**src/rtl/fetch_ctrl_pkg.sv**
```systemverilog
// Shared encodings for the fetch redirect controller: FSM states, redirect
// sources and the sequential PC increment.
package fetch_ctrl_pkg;

  typedef enum logic [1:0] {
    IDLE    = 2'd0,
    HOLD    = 2'd1,
    RECOVER = 2'd2
  } state_e;

  typedef enum logic [1:0] {
    SRC_NONE  = 2'd0,
    SRC_PRED  = 2'd1,
    SRC_JUMP  = 2'd2,
    SRC_FLUSH = 2'd3
  } src_e;

  localparam logic [31:0] PC_INC = 32'd4;

endpackage

```
**src/rtl/sat_counter.sv**
```systemverilog
// Saturating up-counter with synchronous active-high reset; sticks at all-ones.
module sat_counter #(
  parameter int WIDTH = 16
) (
  input  logic             clock,
  input  logic             reset,
  input  logic             inc,
  output logic [WIDTH-1:0] count
);

  logic [WIDTH-1:0] count_q, count_d;

  always_comb begin
    count_d = count_q;
    if (inc && (count_q != '1)) count_d = count_q + WIDTH'(1);
  end

  always_ff @(posedge clock) begin
    if (reset) count_q <= '0;
    else       count_q <= count_d;
  end

  assign count = count_q;

endmodule

```
**src/rtl/fetch_redirect_ctrl.sv**
```systemverilog
// Arbitrates flush / jump / BTB-prediction redirects into fetch, parks a
// redirect that arrives during a stall, and masks predictions after a flush.
module fetch_redirect_ctrl
  import fetch_ctrl_pkg::*;
#(
  parameter int RECOVER_CYCLES = 1,
  parameter int CNT_W          = 16
) (
  input  logic             clock,
  input  logic             reset,
  input  logic             stall,
  input  logic             flush_req,
  input  logic [31:0]      correct_pc,
  input  logic             jump_req,
  input  logic [31:0]      jump_target,
  input  logic             predict_taken,
  input  logic             target_valid,
  input  logic [31:0]      predict_target,
  output logic             redirect_valid,
  output logic [31:0]      redirect_pc,
  output logic             pc_hold,
  output logic             kill_ifid,
  output logic             kill_idex,
  output logic             busy,
  output logic [CNT_W-1:0] flush_count,
  output logic [CNT_W-1:0] jump_count,
  output logic [CNT_W-1:0] pred_count
);

  state_e      state_q, state_d;
  src_e        pend_src_q, pend_src_d;
  logic [31:0] pend_pc_q, pend_pc_d;
  logic [3:0]  rec_cnt_q, rec_cnt_d;
  logic        pred_v;
  logic        flush_inc, jump_inc, pred_inc;

  always_comb begin
    state_d        = state_q;
    pend_src_d     = pend_src_q;
    pend_pc_d      = pend_pc_q;
    rec_cnt_d      = rec_cnt_q;
    redirect_valid = 1'b0;
    redirect_pc    = '0;
    kill_ifid      = 1'b0;
    kill_idex      = 1'b0;
    flush_inc      = 1'b0;
    jump_inc       = 1'b0;
    pred_inc       = 1'b0;
    pred_v         = predict_taken & target_valid & (state_q != RECOVER);
    pc_hold        = stall & ~flush_req;
    busy           = (state_q != IDLE);

    if (flush_req) begin
      redirect_valid = 1'b1;
      redirect_pc    = correct_pc;
      kill_ifid      = 1'b1;
      kill_idex      = 1'b1;
      flush_inc      = 1'b1;
      pend_src_d     = SRC_NONE;
      rec_cnt_d      = 4'(RECOVER_CYCLES);
      state_d        = RECOVER;
    end else if (state_q == HOLD) begin
      if (stall) begin
        // A jump outranks a parked prediction; a prediction never displaces a jump.
        if (jump_req) begin
          pend_src_d = SRC_JUMP;
          pend_pc_d  = jump_target;
        end else if (pred_v && (pend_src_q == SRC_PRED)) begin
          pend_pc_d = predict_target;
        end
      end else begin
        redirect_valid = 1'b1;
        redirect_pc    = pend_pc_q;
        if (pend_src_q == SRC_JUMP) begin
          kill_ifid = 1'b1;
          jump_inc  = 1'b1;
        end else begin
          pred_inc = 1'b1;
        end
        pend_src_d = SRC_NONE;
        state_d    = IDLE;
      end
    end else begin
      if (state_q == RECOVER) begin
        if (rec_cnt_q != 4'd0) rec_cnt_d = rec_cnt_q - 4'd1;
        state_d = (rec_cnt_q <= 4'd1) ? IDLE : RECOVER;
      end
      if (jump_req || pred_v) begin
        if (stall) begin
          pend_src_d = jump_req ? SRC_JUMP : SRC_PRED;
          pend_pc_d  = jump_req ? jump_target : predict_target;
          state_d    = HOLD;
        end else if (jump_req) begin
          redirect_valid = 1'b1;
          redirect_pc    = jump_target;
          kill_ifid      = 1'b1;
          jump_inc       = 1'b1;
        end else begin
          redirect_valid = 1'b1;
          redirect_pc    = predict_target;
          pred_inc       = 1'b1;
        end
      end
    end

    // Nothing leaves the block while reset is held, whatever the inputs.
    if (reset) begin
      redirect_valid = 1'b0;
      redirect_pc    = '0;
      kill_ifid      = 1'b0;
      kill_idex      = 1'b0;
      pc_hold        = 1'b0;
      busy           = 1'b0;
      flush_inc      = 1'b0;
      jump_inc       = 1'b0;
      pred_inc       = 1'b0;
    end
  end

  always_ff @(posedge clock) begin
    if (reset) begin
      state_q    <= IDLE;
      pend_src_q <= SRC_NONE;
      pend_pc_q  <= '0;
      rec_cnt_q  <= '0;
    end else begin
      state_q    <= state_d;
      pend_src_q <= pend_src_d;
      pend_pc_q  <= pend_pc_d;
      rec_cnt_q  <= rec_cnt_d;
    end
  end

  sat_counter #(.WIDTH(CNT_W)) u_flush_cnt (
    .clock(clock), .reset(reset), .inc(flush_inc), .count(flush_count)
  );

  sat_counter #(.WIDTH(CNT_W)) u_jump_cnt (
    .clock(clock), .reset(reset), .inc(jump_inc), .count(jump_count)
  );

  sat_counter #(.WIDTH(CNT_W)) u_pred_cnt (
    .clock(clock), .reset(reset), .inc(pred_inc), .count(pred_count)
  );

endmodule

```
**config.mk**
```make
export PLATFORM = sky130hd
export DESIGN_NAME = fetch_redirect_ctrl
export DESIGN_NICKNAME = d
export VERILOG_FILES = /design/src/rtl/fetch_ctrl_pkg.sv /design/src/rtl/sat_counter.sv /design/src/rtl/fetch_redirect_ctrl.sv
export SDC_FILE = /design/constraint.sdc
export NUM_CORES = 1
export LEC_CHECK = 0
export BUFFER_PORTS_ARGS = -buffer_cell sky130_fd_sc_hd__buf_4
export CORE_ASPECT_RATIO = 2
export CORE_UTILIZATION = 50
export CTS_CLUSTER_DIAMETER = 80
export DETAILED_ROUTE_END_ITERATION = 16
export GPL_TIMING_DRIVEN = 1
export PLACE_DENSITY = 0.87
export SLEW_MARGIN = 20
export SYNTH_ARGS = -nofsm -noshare
export SYNTH_HDL_FRONTEND = slang
export SYNTH_SLANG_ARGS = --single-unit
```
**constraint.sdc**
```tcl
create_clock -name clock -period 4 [get_ports clock]
set_clock_uncertainty 0.15 [all_clocks]
set_input_delay 1.2 -clock clock [delete_from_list [all_inputs] [get_ports clock]]
set_output_delay 1.2 -clock clock [all_outputs]
set_load 0.03 [all_outputs]
```
==> metrics.txt <==
setup bufs post-CTS=0; hold_ws=347 ps; CTS Buf Count=9; io pins=188; vias in the first global route=5255; Yosys top cell by area=dfxtp_1; Synth Flop Type=dfxtp_1; vias=5500; Reg2Reg Depth=6; Hold Path Class=flop to flop; total track usage=29.2%; DR iter-0 viols=347; setup ws final=120 ps; Final min period=3880 ps; Detailed Routing Iterations Pass 1=5; Core Region=10100 µm²; routed vias/inst=5.98; ANT nets after route=0; syn_area_per_cell=8.46 µm²; Peak Freq=258 MHz; Flop pwr share=41.6%; latest clock arrival within the worst-skew pair=330 ps; largest net degree at the start of global routing=79; Mapped Cells=612; setup tns final=0 ps; final hold vios=0; share of total power in the clock network=39.0%; Max Slew Vio Count=0; Total Die Area=10800 µm²; Post-synth EDFFs=0; Worst Setup End Kind=output port; RSZ-0062 raised after global routing=false; H-tree depth=3; sequential-to-total area share from yosys stat=34.0%; Post-synth top cells=88 x dfxtp_1, 75 x nor2_1, 42 x nor3_1; Clock Sinks=88; mapped cell area=5180 µm²; Synth top area share=34.0%; design area=7240 µm²; GR Overflow Total=0; Worst EP arrival=2530 ps; Antenna Cells=0; Async SR Flop Fraction=0%; synthesized net count=720; Power Density=303 nW/µm²; pre-CTS setup slack=-5.78 ps; Worst IR Drop VDD=260 µV; warnings from Yosys=0; Leak=0.00286 µW; metal3 WL=1010 µm; crit-path max FO=15; Max Cap Viol=0; worst hold path stage count=2; CTS tree=built; Area growth syn-to-layout=39.8%; Total Nets Final=889; Routed WL per cell=17.2 µm; final wirelength=15900 µm; Initial Util=51.3%; top-count cell post-synth=dfxtp_1; gpl congestion=0.843; DP HPWL=11700 µm; post-route insts no fill=920; top cells by area, synth=dfxtp_1 34%, mux2_2 7.8%, mux2i_1 7.2%; internal power=1630 µW; Setup-failing EPs final=0; #FFs+latches synth=88; layout cells sized above 1=37.7%; Worst-Margin Slew=1020 ps; initial antenna violation count=0; DRC viols=0; met2 routed WL=8260 µm; Worst slew margin=31.5%; critical path data required time=2650 ps; PortBufs=187; DP Area=6880 µm²; clock root buffer=clkbuf_16; highest metal used=met4; run status=complete, no violations; met1 WL=5710 µm; combinational fraction of design power=19.5%; Die Height=146 µm; clock buffer depth=2; placed insts=904; net load switching power=565 µW; Startpoint Class=input port; Period Utilization, post-route=97.0%; # rows=52; Worst Path Class, Setup=input port to output port; switching part of the total=25.7%; first-pass GRT wire length=25000 µm; die width=73.9 µm; Worst-path clk slew=60 ps; Synth cell types=51
## registers in the layout, summed over array words and instances (netlist names)
| register | cells |
|---|---|
| pend_pc_q | 32 |
| pend_src_q | 2 |
| rec_cnt_q | 4 |
| state_q | 2 |
| u_flush_cnt.count | 16 |
| u_jump_cnt.count | 16 |
| u_pred_cnt.count | 16 |
## metal layers
metal  vias up  global-route usage, %
met3        64                   5.75
met4         0                   18.8
met1      2594                   30.4
li1       2600                      -
met2       242                   50.9
met5         -                      0
## path summary, 6_finish.rpt
path | endpoint | start | slack, ps
min | u_jump_cnt.count[13] | u_jump_cnt.count[13] | 350
min reg2reg | u_jump_cnt.count[13] | u_jump_cnt.count[13] | 350
max | redirect_pc[19] | jump_req | 120
max reg2reg | u_jump_cnt.count[10] | state_q[0] | 1320
## final cells by class
class                      instances  area, µm²
multi-input combinational        472       3390
sequential                        88       1760
inverter                           8       30.0
fill                             728       2850
clock inverter                     2       37.5
timing repair buffer             202       1580
tap                              135        169
clock buffer                      13        270
## worst max-delay path: stages
cell	delay (ps)
buf_6	180
buf_12	170
mux2_2	360
a221oi_1	380
nor3_2	60
buf_4	170
## what timing repair did
item	CTS	global route
resized for setup	1	6
setup endpoints to repair	1	19
endpoints found under the hold margin	0	0
gates cloned	0	1
hold buffers	0	0
pin swaps	0	2
## power groups by stage
stage | Combinational [µW] | Sequential (µW) | Clock, µW
floorplan | 243 | 931 | 0
global placement | 406 | 929 | 0
detailed placement | 418 | 931 | 0
CTS | 419 | 912 | 872
global route | 458 | 914 | 907
finish | 428 | 913 | 855
## metrics by stage
step                      power, µW  util, %
after floorplan                1170        -
after global placement         1340     68.2
after detailed placement       1350     68.2
after CTS                      2200     71.3
after global routing           2280     71.8
final                          2200     71.8
## cell families (layout without fill, tap and decap cells)
kind of cell | after synthesis | in the layout | share of synthesized area (%)
AOI/OAI and AO/OA | 93 | 93 | 13.0
xor gates and xnor gates | 21 | 21 | 3.55
adders and majority gates | 5 | 5 | 1.21
buffers and inverters | 52 | 225 | 4.28
DFF | 88 | 88 | 34.0
muxes | 74 | 74 | 15.3
and+or+nand+nor | 279 | 279 | 28.6
## placed cells by master, fill, tap and decap left out, types with 22 or more instances in the layout
cell / instances
buf_4: 196
dfxtp_1: 88
nor2_1: 75
nor2b_1: 38
mux2i_1: 37
mux2_2: 36
nor3_2: 31
nand2_1: 30
a221oi_1: 28
a21oi_1: 24
nand3_1: 22
Power figures use the tool's default switching activity.
